[config.mk]
export PLATFORM = sky130hd
export DESIGN_NAME = fir_filter
export DESIGN_NICKNAME = d
export VERILOG_FILES = /design/src/rtl/fir_filter.sv
export SDC_FILE = /design/constraint.sdc
export NUM_CORES = 1
export LEC_CHECK = 0
export ABC_AREA = 1
export ABC_CLOCK_PERIOD_IN_PS = 8450
export CAP_MARGIN = 20
export CELL_PAD_IN_SITES_DETAIL_PLACEMENT = 1
export CELL_PAD_IN_SITES_GLOBAL_PLACEMENT = 1
export CORE_AREA = 5 5 104 106
export DETAILED_ROUTE_END_ITERATION = 16
export DIE_AREA = 0 0 109 111
export PLACE_DENSITY_LB_ADDON = 0.1
export REMOVE_ABC_BUFFERS = 1
export SLEW_MARGIN = 15
export SYNTH_ARGS = -nofsm -noshare
export SYNTH_HDL_FRONTEND = slang
export SYNTH_SLANG_ARGS = --single-unit
[constraint.sdc]
create_clock -name clk -period 8.45 [get_ports clk]
set_input_delay 1.69 -clock clk [delete_from_list [all_inputs] [get_ports clk]]
set_output_delay 1.69 -clock clk [all_outputs]
set_load 0.02 [all_outputs]
[src/rtl/fir_filter.sv]
`default_nettype none
// ============================================================================
//  Module   : fir_filter
//  Purpose  : N-tap direct-form FIR filter with fixed coefficients
//             h[k] = k+1.  Tap 0 weights the newest sample.  It accepts one
//             signed sample per clock and produces one registered signed
//             output per clock, with one clock of latency.
//  Ports    : clk    - rising-edge clock
//             rst    - synchronous reset, active-high; clears history/output
//             x_in   - signed input sample, DATA_WIDTH bits
//             y_out  - signed registered output, 2*DATA_WIDTH bits
//  Params   : N (taps, 1..2**(DATA_WIDTH-1)-1), DATA_WIDTH (sample width)
//  Options  : FIR_SATURATE_EN - when defined, the full-precision sum is
//             clamped to the output range.  When it is undefined, the sum
//             wraps (two's complement) to the output range.
//  Revision : 1.0 - initial release
// ============================================================================
module fir_filter #(
    parameter int N          = 4,
    parameter int DATA_WIDTH = 8
) (
    input  logic                          clk,
    input  logic                          rst,
    input  logic signed [DATA_WIDTH-1:0]  x_in,
    output logic signed [2*DATA_WIDTH-1:0] y_out
);

    localparam int c_OUT_W = 2 * DATA_WIDTH;
    localparam int c_ACC_W = 2 * DATA_WIDTH + $clog2(N) + 1;

    // Sign-extend a sample to accumulator width. Every product and partial
    // sum is formed at this width, so nothing is truncated before the
    // final output reduction.
    function automatic logic signed [c_ACC_W-1:0] sext(
        input logic signed [DATA_WIDTH-1:0] v
    );
        return {{(c_ACC_W-DATA_WIDTH){v[DATA_WIDTH-1]}}, v};
    endfunction

    logic signed [c_ACC_W-1:0] w_tap_sum;  // taps 1..N-1 (delayed samples)
    logic signed [c_ACC_W-1:0] w_sum;      // full-precision S
    logic signed [c_OUT_W-1:0] w_y_d;
    logic signed [c_OUT_W-1:0] r_y_q;

    // -------------------------------------------------------------------
    // Delay line and delayed-tap sum. The delay line exists only when
    // N > 1. A single-tap filter is a registered pass-through of x_in.
    // -------------------------------------------------------------------
    generate
        if (N > 1) begin : g_delay
            logic signed [DATA_WIDTH-1:0] r_dly_q [N-1];

            always_ff @(posedge clk) begin
                if (rst) begin
                    for (int k = 0; k < N - 1; k++) begin
                        r_dly_q[k] <= '0;
                    end
                end else begin
                    r_dly_q[0] <= x_in;
                    for (int k = 1; k < N - 1; k++) begin
                        r_dly_q[k] <= r_dly_q[k-1];
                    end
                end
            end

            // d[k-1] is weighted by h[k] = k+1.
            always_comb begin
                w_tap_sum = '0;
                for (int k = 1; k < N; k++) begin
                    w_tap_sum = w_tap_sum
                              + $signed(c_ACC_W'(k + 1)) * sext(r_dly_q[k-1]);
                end
            end
        end else begin : g_no_delay
            assign w_tap_sum = '0;
        end
    endgenerate

    // h[0] = 1, so the newest sample enters the sum unscaled.
    assign w_sum = sext(x_in) + w_tap_sum;

    // -------------------------------------------------------------------
    // Output width reduction
    // -------------------------------------------------------------------
`ifdef FIR_SATURATE_EN
    localparam logic signed [c_ACC_W-1:0] c_SAT_MAX =
        {{(c_ACC_W-c_OUT_W+1){1'b0}}, {(c_OUT_W-1){1'b1}}};
    localparam logic signed [c_ACC_W-1:0] c_SAT_MIN =
        {{(c_ACC_W-c_OUT_W+1){1'b1}}, {(c_OUT_W-1){1'b0}}};

    always_comb begin
        w_y_d = w_sum[c_OUT_W-1:0];
        if (w_sum > c_SAT_MAX) begin
            w_y_d = c_SAT_MAX[c_OUT_W-1:0];
        end else if (w_sum < c_SAT_MIN) begin
            w_y_d = c_SAT_MIN[c_OUT_W-1:0];
        end
    end
`else
    // Two's-complement wrap: keep the low output bits of S.
    assign w_y_d = w_sum[c_OUT_W-1:0];
`endif

    always_ff @(posedge clk) begin
        if (rst) begin
            r_y_q <= '0;
        end else begin
            r_y_q <= w_y_d;
        end
    end

    assign y_out = r_y_q;

endmodule
`default_nettype wire

# ---- Word level (Yosys, flattened, before mapping)
# Memories as Yosys holds them, arrays and structs flattened.
# Index checks and enable logic that the tools add are counted.
dict set report word_totals {
  inputBits 10
  ff_bits 16
  wordCells 15
  n_memories 1
  output_inout_bits 16
  ramBits 24
}
# memory depth width read_ports rd_ports_with_merged_regs wr line_no
set memory_table {}
lappend memory_table {g_delay.r_dly_q 3 8 3 0 3 51} ;# logic signed [DATA_WIDTH-1:0] r_dly_q [N-1];
dict set report classes {
  n_addsub 3
  muxes 6
  multipliers 1
  bitwise 3
}
# operator n
set ops {}
lappend ops {{$mux 8} 3}
lappend ops {{$add 8x13->14} 1}
lappend ops {{$add 12x10->13} 1}
lappend ops {{$add 9x11->12} 1}
lappend ops {{$mul 3x8->11 const A} 1}
lappend ops {{$mux 1} 3}
lappend ops {{$or 1x1->1} 3}

# ---- Depth between registers and ports, before layout
# Gate-level depths: netlist of the first run.
dict set report logic_depth {
  ltp_word 4
  ltp_mapped 15
  depth_no_buf 15
}

# ---- Least setup slack after synthesis of the first run
# OpenSTA, ideal clock, no wires.
dict set report synth_timing {
  kind {in2reg}
  start {in x_in[2]}
  end {reg r_y_q[12] (netlist: y_out[12])}
  stages 15
  n_path_buf 0
  arrival_ns 4.365
  setup_ns 0.115
  path_slack_ns 3.970
  path_cell_list {fa_1 > inv_1 > fa_1 > fa_1 > inv_1 > ha_1 > fa_1 > nand2_1 > nand2_2 > nand3_2 > nand2_4 > nand2_2 > nand3_2 > nand2_1 > nor2_1}
}
dict set report synth_between {
  elab_chain_cells 1
}
# element line_no
set synth_lines {}
lappend synth_lines {{from (decl)} 24} ;# input logic signed [DATA_WIDTH-1:0] x_in,
lappend synth_lines {{$add 8x13->14} 80} ;# assign w_sum = sext(x_in) + w_tap_sum;
lappend synth_lines {{to (signal assigned)} 108} ;# r_y_q <= w_y_d;
lappend synth_lines {{to (decl)} 43} ;# logic signed [c_OUT_W-1:0] r_y_q;
# No other way between the ends.
# A chain may end at the register's enable or synchronous reset.

# ---- Final worst setup path of the first run
dict set report layout_timing {
  start {in x_in[2]}
  end {reg r_y_q[10] (netlist: y_out[10])}
}
# Same word-level chain as after synthesis.

==> flow_metrics.py, run 1 <==
metrics = {
    "grt": {
        "grt_pass1_vias": 1791,
        "grt_pass1_wl_mm": 8.29,
        "gr-total-overflow": 0,
        "grt_max_degree": 31,
        "antenna_found_initial": 0,
        "globalRouteTotalUtil_pct": 8.66,
    },
    "die": {
        "core-area_um2": 9680,
        "start_util_pct": 24.6,
        "rows": 36,
        "dieWidth_um": 109,
        "io_pins": 26,
        "dieArea_um2": 12100,
        "die_y_um": 111,
    },
    "yosys": {
        "synth_flop_cell": "dfxtp_1",
        "synth_area_per_cell_um2": 8.30,
        "syn_area_um2": 2380,
        "synth_top_area_cell": "dfxtp_1",
        "synth.distinct_cells": 22,
        "netlist.area_leader.share_pct": 31.9,
        "synthArstFlopShare_pct": 0,
        "synth_edf_count": 0,
        "postSynthCellCount": 287,
        "synth_area_leaders": "dfxtp_1 (32%), fa_1 (19%), inv_1 (14%), ha_1 (13%), nor2_1 (6.6%)",
        "synth_seq_cells": 38,
        "seq_area_frac_synth_pct": 31.9,
        "yosys_warnings": 0,
    },
    "place": {
        "dp_cells": 441,
        "numPortBuffers": 25,
        "routabilityCongestion": 0.682,
        "dpl.hpwl_mm": 3.87,
    },
    "power_and_ir_drop": {
        "ir_drop_mv": 0.0571,
        "netSwitchingPower_uw": 206,
        "p_int_uw": 358,
        "combPwrFrac_pct": 39.5,
        "p_clk_share_pct": 23.6,
        "switching_share_pct": 36.6,
        "leakage_nw": 1.51,
        "power_density_nw_per_um2": 197,
        "seqPwrFrac_pct": 36.9,
    },
    "timing": {
        "fmax_ghz": 0.209,
        "hold_ws_ns": 0.439,
        "post-route-period-util_pct": 56.6,
        "hold_viol": 0,
        "tightest_slew_ns": 0.323,
        "clock_skew_ns": 0.00535,
        "maxSlewHeadroom_pct": 78.5,
        "rsz0062_at_grt": "no",
        "period_needed_ns": 4.78,
        "fin_setup_tns_ns": 0,
        "drv_slew": 0,
        "setup_viol": 0,
    },
    "finish": {
        "antennaDiodeCount": 0,
        "nFillCells": 1174,
        "synthToLayoutAreaGrowth_pct": 20.4,
        "utilization_pct": 29.6,
        "final-instance-count-excl-fill": 449,
        "nNetsFinal": 373,
        "drive_above_1_share_pct": 6.01,
    },
    "critical_path": {
        "required_ns": 8.63,
        "r2r-start": "g_delay.r_dly_q[0][1]",
        "crit_end": "y_out[10]",
        "r2r_end": "y_out[10]",
        "slowest_delay_ns": 0.54,
        "critPathSlowestCell": "fa_1",
        "crit_chain": "clkdlybuf4s50_1, fa_1, inv_1, fa_1, fa_1, inv_1, ha_1, fa_1, nand2_1, nand2_2, nand3_2, nand2_4, nand2_2, nand3_2, nand2_1, nor2_1",
        "cp-end-kind": "flop",
        "criticalPathCategory": "primary input to flop",
        "path_max_fanout": 4,
        "cp.arrival_ns": 4.97,
        "startpoint": "x_in[2]",
        "crit_top_cell": "fa_1",
        "ff2ff_setup_slack_ns": 5.23,
        "startpoint_type": "primary input",
        "reg2reg_depth": 15,
    },
    "clocking": {
        "tritoncts": "yes",
        "cts.sink_count": 38,
        "clock_path_buffers": 2,
        "postCtsSetupBuffers": 0,
        "clock_latency_ns": 0.29,
        "cts_buffers": 5,
        "hold_buffers": 0,
        "cts_root_buf": "clkbuf_8",
        "path_clk_slew_ns": 0.08,
        "htree_levels": 2,
        "ctsResizeCount": 0,
    },
    "routing": {
        "drc": 0,
        "drt-total-wl_mm": 4.70,
        "firstDrtPassIters": 4,
        "routedWlPerCell_um": 10.5,
        "dr_total_vias": 1670,
        "drt_iter0_drc": 21,
        "via_per_inst": 3.72,
        "drtAntennaViolNets": 0,
    },
    "outcome": {
        "outcome": "finished clean",
    },
    "run": {
        "drv_cap": 0,
    },
    "hold_path": {
        "hp-class": "flop to flop",
    },
}
[metal layers]
| layer | up-vias | GRT usage (%) | wire length, um |
|---|---|---|---|
| li1 | 877 | - | - |
| met1 | 768 | 10.8 | 2240 |
| met2 | 21 | 14.4 | 2250 |
| met3 | 4 | 2.21 | 156 |
| met4 | 0 | 2.78 | 57 |
| met5 | - | 0 | 0 |
[power by group through the flow]
stage / combinational, mW / clock, mW / sequential (mW)
floorplan: 0.126 / 0 / 0.235
global placement: 0.229 / 0 / 0.213
detailed placement: 0.229 / 0 / 0.213
CTS: 0.230 / 0.143 / 0.209
global route: 0.257 / 0.151 / 0.211
finish: 0.223 / 0.133 / 0.208
[kinds of logic after synthesis]
group	Yosys count	share of synthesized area, %
AO/OA/AOI/OAI	20	4.67
adder cells (fa/ha/maj)	48	32.5
buffers and inverters	94	15.2
flip-flops	38	31.9
AND/OR/NAND/NOR	87	15.7
[flip-flops by register name, summed over array words and instances (netlist names)]
register         count
y_out               14
g_delay.r_dly_q     24
[layout by cell type (no fill, tap or decap)]
cell type / synthesis / final
clkbuf_8: 0 / 6
a21o_1: 2 / 2
dfxtp_1: 38 / 38
clkinv_2: 0 / 1
fa_1: 23 / 23
o21ai_1: 1 / 1
clkbuf_1: 1 / 1
nand2_2: 5 / 5
inv_2: 1 / 1
nand2_4: 1 / 1
buf_4: 2 / 1
clkdlybuf4s50_1: 0 / 25
or2_1: 1 / 1
nor2_1: 42 / 42
ha_1: 25 / 25
nand3_1: 3 / 3
a21oi_1: 11 / 11
and2_1: 1 / 1
inv_1: 88 / 88
nand3_2: 3 / 3
o21ai_0: 4 / 4
o21a_1: 1 / 1
nand2_1: 31 / 31
o21ai_2: 1 / 1
[metrics by stage]
step	setup slack [ns]	total power, mW	cell area [um2]
global placement	3.36	0.441	2780
CTS	3.66	0.582	2870
finish	3.67	0.564	2870
floorplan	3.97	0.361	2350
detailed placement	3.35	0.442	2780
global route	3.56	0.619	2870
[synth_stat cells (2+ instances only)]
cell type	instances
nor2_1	42
a21o_1	2
nand2_1	31
nand3_2	3
a21oi_1	11
o21ai_0	4
dfxtp_1	38
inv_1	88
nand2_2	5
fa_1	23
buf_2	2
ha_1	25
buf_4	2
nand3_1	3
[final cells by class]
type | count | area [um2] | share of cell area [%]
clock buffers | 7 | 86.3 | 3.01
clock inverters | 1 | 5.00 | 0.174
inverters | 89 | 334 | 11.6
well taps | 133 | 166 | 5.80
multi-input cells | 155 | 1260 | 43.9
flip-flops and latches | 38 | 761 | 26.5
repair buffers | 26 | 258 | 8.98
[critical path, delay by kind of cell]
kind | cells | cell delay, ns
adder cells (fa/ha/maj) | 5 | 2.18
buffers and inverters | 3 | 0.54
AND/OR/NAND/NOR | 8 | 0.56
[how the worst min path moves through the flow]
stage	endpoint	from	depth (start not counted)
2_1_floorplan	g_delay.r_dly_q[0][8]	g_delay.r_dly_q[0][0]	2
3_3_place_gp	g_delay.r_dly_q[0][8]	g_delay.r_dly_q[0][0]	2
3_5_place_dp	g_delay.r_dly_q[0][8]	g_delay.r_dly_q[0][0]	2
4_1_cts	g_delay.r_dly_q[0][8]	g_delay.r_dly_q[0][0]	2
5_1_grt	g_delay.r_dly_q[0][8]	g_delay.r_dly_q[0][0]	2
6_report	g_delay.r_dly_q[0][8]	g_delay.r_dly_q[0][0]	2
No activity file was read; power rests on OpenSTA's default activity.
==> run 2: changes to the inputs <==
--- a/config.mk
+++ b/config.mk
@@ -6,7 +6,7 @@
 export NUM_CORES = 1
 export LEC_CHECK = 0
 export ABC_AREA = 1
-export ABC_CLOCK_PERIOD_IN_PS = 8450
+export ABC_CLOCK_PERIOD_IN_PS = 4090
 export CAP_MARGIN = 20
 export CELL_PAD_IN_SITES_DETAIL_PLACEMENT = 1
 export CELL_PAD_IN_SITES_GLOBAL_PLACEMENT = 1
==> constraint.sdc (replaced) <==
create_clock -name clk -period 4.09 [get_ports clk]
set_input_delay 0.818 -clock clk [delete_from_list [all_inputs] [get_ports clk]]
set_output_delay 0.818 -clock clk [all_outputs]
set_load 0.02 [all_outputs]
==> run 2 against run 1 <==
Effect of this change: clock skew increased by 0.0051 ns; setup slack worse by 3.5 ns; critical path depth unchanged; largest power group unchanged.
==> flow_metrics.py, run 2 (synthesis results as in run 1) <==
metrics = {
    "die": {
        "io_pins": 26,
        "rows": 36,
        "core-area_um2": 9680,
        "start_util_pct": 24.6,
        "dieWidth_um": 109,
        "dieArea_um2": 12100,
        "die_y_um": 111,
    },
    "finish": {
        "multi_input_area_um2": 1260,
        "regMostFlops": "g_delay.r_dly_q",
        "seqCellArea_um2": 761,
        "nNetsFinal": 374,
        "layout_common_cells": "inv_1 (88), nor2_1 (42), dfxtp_1 (38), nand2_1 (31), ha_1 (25)",
        "largest_reg_flops": 24,
        "final_common_cell": "inv_1",
        "synthToLayoutAreaGrowth_pct": 21.6,
        "nFillCells": 1161,
        "finalInstanceArea_um2": 2900,
        "drive_above_1_share_pct": 6.62,
        "antennaDiodeCount": 0,
        "final-instance-count-excl-fill": 450,
        "utilization_pct": 29.9,
    },
    "timing": {
        "hold_viol": 0,
        "fin_setup_tns_ns": 0,
        "tightest_slew_ns": 0.420,
        "period_needed_ns": 3.89,
        "maxSlewHeadroom_pct": 71.9,
        "post-route-period-util_pct": 95.1,
        "setup_viol": 0,
        "rsz0062_at_grt": "no",
        "drv_slew": 0,
        "fmax_ghz": 0.257,
        "clock_skew_ns": 0.0104,
    },
    "critical_path": {
        "required_ns": 4.27,
        "startpoint": "x_in[2]",
        "path_max_fanout": 4,
        "cp.arrival_ns": 4.07,
        "criticalPathCategory": "primary input to flop",
        "startpoint_type": "primary input",
        "r2r-start": "g_delay.r_dly_q[0][1]",
        "cp-end-kind": "flop",
    },
    "place": {
        "dpl.hpwl_mm": 3.90,
        "numPortBuffers": 25,
        "dp_cells": 442,
        "routabilityCongestion": 0.680,
        "dpl_cell_area_um2": 2790,
    },
    "clocking": {
        "clock_latency_ns": 0.29,
        "tritoncts": "yes",
        "postCtsSetupBuffers": 0,
        "cts_buffers": 5,
        "htree_levels": 2,
        "path_clk_slew_ns": 0.08,
        "cts.sink_count": 38,
        "cts_root_buf": "clkbuf_8",
        "clock_path_buffers": 2,
    },
    "power_and_ir_drop": {
        "leakage_nw": 1.53,
        "finalPower_mw": 1.21,
        "ir_drop_mv": 0.136,
        "power_density_nw_per_um2": 417,
    },
    "routing": {
        "drt-total-wl_mm": 4.52,
        "drc": 0,
        "firstDrtPassIters": 3,
        "drt_iter0_drc": 11,
        "routedWlPerCell_um": 10.0,
        "drtAntennaViolNets": 0,
        "via_per_inst": 3.76,
        "dr_total_vias": 1690,
    },
    "outcome": {
        "outcome": "finished clean",
    },
    "grt": {
        "gr-total-overflow": 0,
        "grt_max_degree": 23,
        "grt_pass1_wl_mm": 8.18,
        "antenna_found_initial": 0,
        "globalRouteTotalUtil_pct": 8.58,
        "grt_pass1_vias": 1801,
    },
    "run": {
        "drv_cap": 0,
    },
    "hold_path": {
        "hp-class": "flop to flop",
        "min_from": "g_delay.r_dly_q[0][0]",
    },
}
==> run 2: timing repair <==
item                       in CTS  in global routing
hold buffers                    0                  0
setup endpoints to repair       0                  1
gates resized for setup         0                  1
==> run 2: critical path: stages <==
cell and delay (ns):
clkdlybuf4s50_1 0.45, fa_1 0.54, inv_1 0.05, fa_1 0.46, fa_1 0.54, inv_1 0.04
ha_1 0.21, fa_1 0.38, nand2_1 0.11, nand2_2 0.07, nand3_2 0.08, nand2_4 0.07
nand2_2 0.07, nand3_2 0.06, nand2_1 0.07, nor2_1 0.05
==> run 2: cell type report <==
type                       count  area share [%]
sequential                    38            26.3
multi-input combinational    155            43.5
tap                          133            5.75
inverter                      89            11.5
clock inverter                 3            1.38
clock buffer                   5            2.38
timing repair buffer          27            9.24
==> run 2: path summary, 6_finish.rpt <==
check	cells after the start	slack, ns	end
hold reg to reg	2	0.44	g_delay.r_dly_q[0][8]
hold / removal	2	0.44	g_delay.r_dly_q[0][8]
setup reg to reg	15	0.89	y_out[12]
setup / recovery	16	0.20	y_out[12]
==> run 2: power by group <==
| group | leakage, nW | internal (mW) | total, mW | switching, mW |
|---|---|---|---|---|
| Sequential | 0.314 | 0.413 | 0.430 | 0.0172 |
| Combinational | 1.16 | 0.190 | 0.457 | 0.268 |
| Clock | 0.0579 | 0.180 | 0.321 | 0.141 |
==> run 2: layer usage <==
layer | vias up | part of all wire (%) | track usage (%)
li1 | 876 | - | -
met1 | 789 | 48 | 10.8
met2 | 21 | 47 | 14.2
met3 | 4 | 3.2 | 2.15
met4 | 0 | 1.6 | 2.78
met5 | - | 0 | 0
==> run 2: stage by stage <==
step	hold WS, ns	worst slack [ns]
after floorplan	0.407	0.482
after global placement	0.431	-0.0883
after detailed placement	0.434	-0.127
after CTS	0.450	0.184
after global routing	0.470	0.0218
final	0.441	0.200
